[src/rtl/punc_datapath_gen.sv]
// punc_datapath_gen: small accumulator-less datapath sequencer with register
// file, PC, IR and condition codes, driven by a command handshake and a
// variable-latency memory port.
//
// Ports
//   clk, rst                     clock, synchronous active-high reset
//   cmd_valid/cmd_ready          command handshake (ready only when idle)
//   cmd_op, cmd_fn               operation and function/mask/link field
//   cmd_dst, cmd_sa, cmd_sb      register selects
//   cmd_imm                      pre-sign-extended immediate
//   done, err                    one-cycle completion / illegal-command pulses
//   mem_req/we/addr/wdata        memory request, held until mem_ack
//   mem_ack, mem_rdata           memory response (rdata valid with ack)
//   ir, cc, pc_dbg               architectural state observation
//   rf_dbg_addr/rf_dbg_data      combinational register file read port
//
// Build option: define PUNC_DP_INDIRECT_EN to enable LDI/STI (pointer
// indirection via a second memory access). Without it LDI/STI complete
// with an err pulse and no side effects.
module punc_datapath_gen #(
  parameter int WIDTH  = 16,
  parameter int NREGS  = 8,
  parameter int ADDR_W = 16,
  parameter logic [WIDTH-1:0] RESET_PC = '0,
  localparam int RW = $clog2(NREGS)
) (
  input  logic              clk,
  input  logic              rst,
  input  logic              cmd_valid,
  output logic              cmd_ready,
  input  logic [2:0]        cmd_op,
  input  logic [2:0]        cmd_fn,
  input  logic [RW-1:0]     cmd_dst,
  input  logic [RW-1:0]     cmd_sa,
  input  logic [RW-1:0]     cmd_sb,
  input  logic [WIDTH-1:0]  cmd_imm,
  output logic              done,
  output logic              err,
  output logic              mem_req,
  output logic              mem_we,
  output logic [ADDR_W-1:0] mem_addr,
  output logic [WIDTH-1:0]  mem_wdata,
  input  logic              mem_ack,
  input  logic [WIDTH-1:0]  mem_rdata,
  output logic [WIDTH-1:0]  ir,
  output logic [2:0]        cc,
  output logic [WIDTH-1:0]  pc_dbg,
  input  logic [RW-1:0]     rf_dbg_addr,
  output logic [WIDTH-1:0]  rf_dbg_data
);

  localparam logic [2:0] OP_FETCH = 3'd0, OP_ALU = 3'd1, OP_LD  = 3'd2, OP_ST  = 3'd3,
                         OP_LDI   = 3'd4, OP_STI = 3'd5, OP_BR  = 3'd6, OP_JMP = 3'd7;

`ifdef PUNC_DP_INDIRECT_EN
  typedef enum logic [1:0] {IDLE = 2'd0, REQ1 = 2'd1, REQ2 = 2'd2, DONE = 2'd3} state_t;
`else
  typedef enum logic [1:0] {IDLE = 2'd0, REQ1 = 2'd1, DONE = 2'd3} state_t;
`endif

  state_t state, state_n;

  logic [WIDTH-1:0]  rf [NREGS];
  logic [WIDTH-1:0]  pc;
  logic [ADDR_W-1:0] addr_r;
  logic [WIDTH-1:0]  wdata_r;
  logic              we_r;
  logic [2:0]        op_r;
  logic [RW-1:0]     dst_r;
  logic              bad_r;    // current DONE visit reports err instead of done

  logic              accept;
  logic [WIDTH-1:0]  rf_sa, opb, alu_res, ea;
  logic [ADDR_W-1:0] addr_n;
  logic              is_mem, is_ind;

  function automatic logic [2:0] cc_of(input logic [WIDTH-1:0] v);
    if (v[WIDTH-1])  return 3'b100;
    else if (v == '0) return 3'b010;
    else              return 3'b001;
  endfunction

  assign cmd_ready   = (state == IDLE);
  assign accept      = cmd_valid & cmd_ready;
  assign rf_dbg_data = rf[rf_dbg_addr];
  assign pc_dbg      = pc;
  assign rf_sa       = rf[cmd_sa];
  assign ea          = pc + cmd_imm;
  assign addr_n      = (cmd_op == OP_FETCH) ? pc[ADDR_W-1:0] : ea[ADDR_W-1:0];
  assign is_ind      = (cmd_op == OP_LDI) | (cmd_op == OP_STI);
  assign is_mem      = (cmd_op == OP_FETCH) | (cmd_op == OP_LD) | (cmd_op == OP_ST);

  // PASS forwards operand B so that use_imm gives a load-immediate.
  always_comb begin
    opb     = cmd_fn[2] ? cmd_imm : rf[cmd_sb];
    alu_res = opb;
    case (cmd_fn[1:0])
      2'd0:    alu_res = opb;
      2'd1:    alu_res = rf_sa + opb;
      2'd2:    alu_res = rf_sa & opb;
      default: alu_res = ~rf_sa;
    endcase
  end

`ifdef PUNC_DP_INDIRECT_EN
  assign mem_req = (state == REQ1) | (state == REQ2);
`else
  assign mem_req = (state == REQ1);
`endif
  assign mem_we    = mem_req & we_r;
  assign mem_addr  = addr_r;
  assign mem_wdata = wdata_r;
  assign done      = (state == DONE) & ~bad_r;
  assign err       = (state == DONE) &  bad_r;

  always_ff @(posedge clk) begin
    if (rst) state <= IDLE;
    else     state <= state_n;
  end

  always_comb begin
    state_n = state;
    case (state)
      IDLE: if (accept) begin
`ifdef PUNC_DP_INDIRECT_EN
        state_n = (is_mem | is_ind) ? REQ1 : DONE;
`else
        state_n = is_mem ? REQ1 : DONE;
`endif
      end
      REQ1: if (mem_ack) begin
`ifdef PUNC_DP_INDIRECT_EN
        state_n = (op_r == OP_LDI || op_r == OP_STI) ? REQ2 : DONE;
`else
        state_n = DONE;
`endif
      end
`ifdef PUNC_DP_INDIRECT_EN
      REQ2: if (mem_ack) state_n = DONE;
`endif
      DONE:    state_n = IDLE;
      default: state_n = IDLE;
    endcase
  end

  always_ff @(posedge clk) begin
    if (rst) begin
      pc      <= RESET_PC;
      ir      <= '0;
      cc      <= 3'b010;
      for (int i = 0; i < NREGS; i++) rf[i] <= '0;
      addr_r  <= '0;
      wdata_r <= '0;
      we_r    <= 1'b0;
      op_r    <= OP_FETCH;
      dst_r   <= '0;
      bad_r   <= 1'b0;
    end else begin
      case (state)
        IDLE: if (accept) begin
          op_r    <= cmd_op;
          dst_r   <= cmd_dst;
          addr_r  <= addr_n;
          wdata_r <= rf[cmd_sb];       // store data frozen at acceptance
          we_r    <= (cmd_op == OP_ST); // STI's pointer read is a read
          bad_r   <= 1'b0;
          case (cmd_op)
            OP_ALU: begin
              rf[cmd_dst] <= alu_res;
              cc          <= cc_of(alu_res);
            end
            OP_BR:  if ((cmd_fn & cc) != 3'b000) pc <= ea;
            OP_JMP: begin
              // rf_sa is read before the link write lands, so sa==NREGS-1
              // jumps to the old register value.
              pc <= rf_sa;
              if (cmd_fn[0]) rf[NREGS-1] <= pc;
            end
`ifndef PUNC_DP_INDIRECT_EN
            OP_LDI, OP_STI: bad_r <= 1'b1;
`endif
            default: ;
          endcase
        end
        REQ1: if (mem_ack) begin
          case (op_r)
            OP_FETCH: begin
              ir <= mem_rdata;
              pc <= pc + 1'b1;
            end
            OP_LD: begin
              rf[dst_r] <= mem_rdata;
              cc        <= cc_of(mem_rdata);
            end
`ifdef PUNC_DP_INDIRECT_EN
            OP_LDI, OP_STI: begin
              addr_r <= mem_rdata[ADDR_W-1:0];
              we_r   <= (op_r == OP_STI);
            end
`endif
            default: ;
          endcase
        end
`ifdef PUNC_DP_INDIRECT_EN
        REQ2: if (mem_ack && op_r == OP_LDI) begin
          rf[dst_r] <= mem_rdata;
          cc        <= cc_of(mem_rdata);
        end
`endif
        default: ;
      endcase
    end
  end

endmodule

[config.mk]
export PLATFORM = sky130hd
export DESIGN_NAME = punc_datapath_gen
export DESIGN_NICKNAME = d
export VERILOG_FILES = /design/src/rtl/punc_datapath_gen.sv
export SDC_FILE = /design/constraint.sdc
export NUM_CORES = 1
export LEC_CHECK = 0
export CAP_MARGIN = 20
export CELL_PAD_IN_SITES_DETAIL_PLACEMENT = 1
export CELL_PAD_IN_SITES_GLOBAL_PLACEMENT = 1
export CORE_UTILIZATION = 47
export CTS_BUF_LIST = sky130_fd_sc_hd__clkbuf_8
export DETAILED_ROUTE_END_ITERATION = 8
export GPL_ROUTABILITY_DRIVEN = 0
export GPL_TIMING_DRIVEN = 0
export PLACE_DENSITY_LB_ADDON = 0.1
export SLEW_MARGIN = 20
export SYNTH_ARGS = -nofsm -noshare
export SYNTH_HDL_FRONTEND = slang
export SYNTH_SLANG_ARGS = --single-unit
[constraint.sdc]
create_clock -name clk -period 7 [get_ports clk]
set_input_delay 1.05 -clock clk [delete_from_list [all_inputs] [get_ports clk]]
set_output_delay 1.05 -clock clk [all_outputs]
set_load 0.01 [all_outputs]
Yosys cells after proc, flatten, opt, wreduce, memory -nomap -nowiden. Memories as Yosys holds them, arrays and structs flattened. Index checks and enable logic that the tools add are counted.

Bits in writable memories: 128. Word-level logic and storage cells: 108. Memories kept: 1. Register bits after elaboration: 77.

Memory list: rf (words 8, bits a word 16, rd ports 3, clocked after memory_dff 0, wr ports 8, RTL line 63) `logic [WIDTH-1:0] rf [NREGS];`.

Eq/ne operators: 19. Bitwise operators: 11. Muxes and demuxes: 48. $add $sub $neg: 3. Reductions and logical operators: 16.

Operators with widths (count): 2-to-1 mux 16 bit (9); case mux 16 bit (2 select lines) (2); case mux 16 bit (3 select lines) (1); adder 16 bit (2); logical NOT 16 bit (2); OR reduction 16 bit (2); 2-to-1 mux 3 bit (8); 2-to-1 mux 1 bit (21); adder 16 x 1 -> 16 bit, second input constant (1); AND 16 bit (1); NOT 16 bit (1); equality test 3 bit, second input constant (4); 2-to-1 mux 2 bit (5); != test 2 x 1 -> 1 bit, second input constant (5); equality test 3 x 2 -> 1 bit, second input constant (3); logical NOT 3 bit (2); case mux 3 bit (2 select lines) (1); AND reduction 6 bit (1); AND reduction 5 bit (1); AND 1 bit (4); equality test 2 x 1 -> 1 bit, second input constant (2); equality test 2 bit, second input constant (2); logical NOT 2 bit (2); case mux 2 bit (2 select lines) (1); other kinds (11) (14).

Logic depth before layout (Yosys ltp). An unclocked memory read counts as a cell.

Depth in word-level cells: 10. Mapped depth: 17. Depth with buffers taken out: 14.

Least setup slack after synthesis. OpenSTA, ideal clock, no wires.

Kind: input to register. From: in cmd_sb[2]. To: mem rf[7][14], data pin. Library setup time: 274 ps. Data required time: 6726 ps. Stages on the path: 16. Buffers on the path: 2. Slack: 1778 ps. Arrival: 4948 ps. Path through: buf_2 > buf_2 > mux4_2 > mux2_2 > mux2_2 > ha_1 > fa_1 > a211o_1 > a21oi_1 > o211ai_1 > a31o_1 > a21oi_1 > xnor2_1 > a221o_1 > mux2i_1 > o21ai_0.

RTL lines: start: declaration (RTL line 35) `input logic [RW-1:0] cmd_sb,`; end: declaration (RTL line 63).

==> results.py <==
metrics = {
    "clock_tree": {
        "ctsHoldBuffers": 0,
        "htree_levels": 2,
        "root_buffer": "clkbuf_8",
        "ctsResizeCount": 0,
        "clkLatencyLatePin_ps": 560,
        "cts_made_buffers": 38,
        "cts_tree": "done",
        "clockBufferDepth": 3,
        "post_cts_buffers": 0,
        "clk_pin_slew_ps": 70,
        "cts.sinks": 205,
    },
    "setup_path": {
        "cp_max_fo": 10,
        "path_class": "input port to flop",
        "ff2ff_setup_slack_ps": 1660,
        "crit_path_max_incr_delay_ps": 690,
        "arrival_ps": 6880,
        "endpoint_kind": "flop",
        "crit_required_ps": 7280,
        "cp_cell_sequence": "clkdlybuf4s50_1 > buf_2 > buf_2 > mux4_2 > mux2_2 > mux2_2 > ha_1 > fa_1 > a211o_1 > a21oi_1 > o211ai_1 > a31o_1 > a21oi_1 > xnor2_1 > a221o_1 > mux2i_1 > o21ai_0",
        "cp_slowest_cell": "mux2i_1",
        "path_delay_family": "compound AO/OA/AOI/OAI gates",
        "critPathLaunchType": "input port",
        "cp_num_buf_inv": 3,
    },
    "timing": {
        "period_minus_slack_ps": 6600,
        "max_freq_mhz": 152,
        "rsz0062_at_grt": "no",
        "tightest_slew_ps": 1140,
        "setup_violations": 0,
        "drv_slew": 0,
        "final.setup_skew_ps": 27.3,
        "worst_slack_ps": 404,
        "finalHoldWorstSlack_ps": 459,
        "slew_headroom_pct": 23.8,
        "hold_viol_final": 0,
        "post-route-period-util_pct": 94.2,
    },
    "grt": {
        "grt_util_all_layers_pct": 37.3,
        "grt_pass1_vias": 12500,
        "antenna_found_initial": 1,
        "grt_pass1_wl_um": 78600,
        "overflow": 0,
        "grt_max_degree": 17,
    },
    "placed_design": {
        "placed_cells": 1823,
        "hpwl_um": 39800,
        "pre_cts_slack_ps": -23.3,
        "io_buffers": 133,
    },
    "min_path": {
        "hold_class": "flop to flop",
    },
    "detailed_routing": {
        "vias": 12400,
        "first_pass_iters": 5,
        "drtIter0Drc": 1406,
        "ant_nets": 0,
        "avgRoutedWirePerCell_um": 28.2,
        "wl_um": 53300,
        "drt_drc_violations_left": 0,
        "vias_per_cell": 6.58,
    },
    "cells_and_area": {
        "area_growth_syn_to_layout_pct": 19.1,
        "final_nets": 1574,
        "layout.cells.most_common": "nor2_1",
        "nFillCells": 3117,
        "fin_cells": 1890,
        "drive_gt1_share_pct": 14.2,
        "final_util_pct": 56.8,
        "final_cell_mix": "212 x nor2_1, 147 x nand2_1, 133 x clkdlybuf4s50_1, 128 x edfxtp_1, 87 x mux4_2",
    },
    "yosys": {
        "syn_avg_cell_area_um2": 10.1,
        "yosys_warnings": 0,
        "synth_cell_type_count": 70,
        "yosysSeqAreaShare_pct": 40.6,
        "synth-edff-count": 128,
        "synth-main-ff-cell": "edfxtp_1",
        "async_flop_share_pct": 0,
        "synthCells": 1311,
        "synth_seq_cells": 205,
        "synth_nets": 1399,
        "syn_area_um2": 13300,
    },
    "floorplan": {
        "rows": 61,
        "dieArea_um2": 28900,
        "start_util_pct": 47.7,
        "die_h_um": 170,
        "core_area_um2": 27800,
        "ios": 142,
        "die_w_um": 170,
    },
    "flow_run": {
        "maxCapViolCount": 0,
    },
    "power": {
        "p_per_area_nw_per_um2": 217,
        "peakVddDrop_mv": 0.170,
        "total_power_uw": 3420,
        "p_leak_uw": 0.00588,
    },
    "outcome": {
        "outcome": "finished, final reports clean",
    },
}
==> per-layer routing <==
layer	up-vias	GRT usage [%]	share of wire [%]
li1	5273	-	-
met1	6237	51.0	40
met2	791	59.0	46
met3	139	6.72	10
met4	0	14.7	3.7
met5	-	0	0
==> worst min-delay path: cells and delay by family, from the launching register on <==
| kind | cells | cell delay [ps] |
|---|---|---|
| AOI/OAI and AO/OA | 1 | 50 |
| DFF | 1 | 310 |
| and+or+nand+nor | 1 | 50 |
==> worst paths after layout <==
| path | cells after the start | to | start |
|---|---|---|---|
| max | 17 | rf[7][14]$_DFFE_PP_ | cmd_sb[2] |
| min | 2 | mem_addr[1]$_SDFFE_PP0P_ | mem_addr[1]$_SDFFE_PP0P_ |
| max reg2reg | 14 | rf[7][14]$_DFFE_PP_ | rf[7][0]$_DFFE_PP_ |
| min reg2reg | 2 | mem_addr[1]$_SDFFE_PP0P_ | mem_addr[1]$_SDFFE_PP0P_ |
==> registers in the layout, indices dropped and copies added, names as in the netlist <==
name,count
mem_addr,16
op_r,3
rf,128
we_r,1
bad_r,1
dst_r,3
ir,16
pc_dbg,16
mem_wdata,16
state,2
cc,3
==> cell usage after synthesis, types with 13 or more instances <==
cell	count	share of area [%]
nand3_1	17	0.64
a21oi_1	81	3.1
dfxtp_1	77	12
and3_1	14	0.66
ha_1	32	3.0
mux2_2	54	4.6
a211oi_1	20	1.1
nor3_1	36	1.4
inv_1	27	0.76
nor2_1	212	6.0
clkbuf_1	60	1.7
nand2_1	148	4.2
mux2i_1	35	2.6
a31oi_1	13	0.61
xnor2_1	15	0.99
o21ai_0	56	2.1
mux4_2	87	15
edfxtp_1	128	29
==> area by class of cell <==
class	count	area (µm²)	share of cell area (%)
clock inverter	22	93.8	0.594
antenna	1	2.50	0.0159
tap	378	473	3.00
clock buffer	43	592	3.75
inverter	30	113	0.713
timing repair buffer	135	1350	8.55
sequential	205	5390	34.1
buffer	86	364	2.31
multi-input combinational	990	7410	47.0
==> cell families (layout without fill, tap and decap cells) <==
group	count (synthesis)	in the layout	share of synthesized area, %
buffers and inverters	116	316	3.58
xor gates and xnor gates	22	22	1.45
adders and majority gates	34	34	3.32
muxes	178	178	22.2
AOI/OAI and AO/OA	265	265	12.8
DFF	205	205	40.6
other	0	1	0
and+or+nand+nor	491	491	16.1
==> power breakdown <==
group          internal [µW]  switching [µW]  leakage (µW)
Clock                    559             540      0.000418
Combinational            374             542       0.00351
Sequential              1350            59.2       0.00195
==> through the flow <==
stage	cell area, µm²	TNS, ps
final	15800	0
after global routing	15800	0
after floorplan	13300	0
after CTS	15800	0
after detailed placement	15100	-48.7
after global placement	15100	-197
Note: power is estimated with default switching activity, not from simulation.
==> patch (same settings) <==
The parameter `NREGS` goes from 8 to 16.
--- a/src/rtl/punc_datapath_gen.sv
+++ b/src/rtl/punc_datapath_gen.sv
@@ -19,7 +19,7 @@
 // with an err pulse and no side effects.
 module punc_datapath_gen #(
   parameter int WIDTH  = 16,
-  parameter int NREGS  = 8,
+  parameter int NREGS  = 16,
   parameter int ADDR_W = 16,
   parameter logic [WIDTH-1:0] RESET_PC = '0,
   localparam int RW = $clog2(NREGS)
Ports: changed (resized cmd_dst, cmd_sa, cmd_sb and rf_dbg_addr); port bits go from 142 to 146. The function was not compared with the original's and may differ.
==> patch against the unedited design <==
Power up 61%. Largest cell class unchanged. Worst setup slack lost 330 ps. Sequential cell count increased by 129. Largest power group unchanged. Synthesized area grew 58%. Critical path depth is 1 lower. Register-to-register slack got worse by 670 ps. Wire length is 77% higher. Cell area grew 53%.
==> patch: results (changes against the unedited design) <==
stage,metric,value,unit,change
outcome,status,"finished, final reports clean",,
final_layout,number of inserted diodes,0,,-1
synth,"Seq/Total Area, Yosys",0.442,,+0.0363
synth,Unique masters post-synth,74,,+5.7%
clock_network,CTS Buf Count,58,,+53%
sta,WHS,449,ps,-9.88 ps
synth,"top cells by count, synth","nor2_1, edfxtp_1, mux4_2",,
power_and_ir_drop,switching share of power,0.334,,+0.000513
grt,initial antenna violation count,2,,+1
setup_path,"Arr. time, crit path",7360,ps,+480 ps
sta,Worst Max-Slew Pin Slew,1250,ps,+113 ps
final_layout,fillcell total,4647,,+49%
route,DRT Wirelength,94400,µm,+77%
sta,Final Skew,21.0,ps,-6.30 ps
grt,vias in the first global route,19300,,+55%
setup_path,r2r setup slk,990,ps,-670 ps
setup_path,"CP delay by family, top",buffers and inverters,,
grt,global-route wire length before repair,134000,µm,+71%
setup_path,"slowest stage delay, CP",780,ps,+90 ps
synth,largest cells by area after synthesis,"edfxtp_1, mux4_2, dfxtp_1",,
final_layout,max reg flops,256,,+100%
power_and_ir_drop,worst vdd ir,138,µV,-19%
final_layout,share of cells above drive strength 1,0.188,,+0.0459
placed_design,HPWL after detailed placement,67900,µm,+71%
synth,Synth Area per Inst,11.4,µm²,+13%
placed_design,pre-CTS worst setup slack,-626,ps,-602 ps
placed_design,cell count after placement,2547,,+40%
patch: cell count changes after synthesis, moves of 10 or more:
cell      delta
o21ai_1     +10
buf_2       +12
nand2_1     +66
a311oi_1    -10
a21oi_1     +20
mux2_2      -38
clkbuf_1    +36
edfxtp_1   +128
nand3_1     +11
mux4_2     +128
nor2_1     +107
o211ai_1    +11
patch: routing by layer:
layer,vias to the layer above,track usage,part of all wire
li1,7407,-,-
met1,9482,0.503,0.34
met2,1642,0.666,0.46
met3,447,0.136,0.13
met4,2,0.280,0.074
met5,-,0,0.00040
patch: layout make-up:
cell class	instances	share of cell area
inverter	25	0.00388
timing repair buffer	132	0.0551
sequential	334	0.383
tap	585	0.0303
multi-input combinational	1323	0.455
clock buffer	67	0.0382
clock inverter	36	0.00896
buffer	147	0.0262
patch: worst register-to-register path, stage by stage, from the launching register on:
cell      delay (ps)
edfxtp_1         520
mux4_2           530
a22oi_1          640
nand2_1          300
ha_1             360
fa_1             490
a21oi_1          290
o211ai_1         230
a211oi_1         330
a21oi_1          150
xor2_1           160
mux4_2           490
mux2i_1          780
buf_2            370
nor2_1            70
patch: path summary, 6_finish.rpt:
path | startpoint | to | cells past startpoint
min reg2reg | we_r | we_r | 2
max reg2reg | rf[15][0] | rf[10][12] | 14
max | cmd_sa[3] | rf[10][12] | 16
min | we_r | we_r | 2
patch: cells by family (layout without fill, tap and decap cells):
kind of cell | Yosys count | after routing | synth area share
mux | 271 | 271 | 0.259
flops | 334 | 334 | 0.442
simple gates | 669 | 669 | 0.134
xor+xnor | 23 | 23 | 0.00964
compound gates | 326 | 326 | 0.0988
fa+ha+maj | 34 | 34 | 0.0211
buf+inv | 173 | 407 | 0.0342
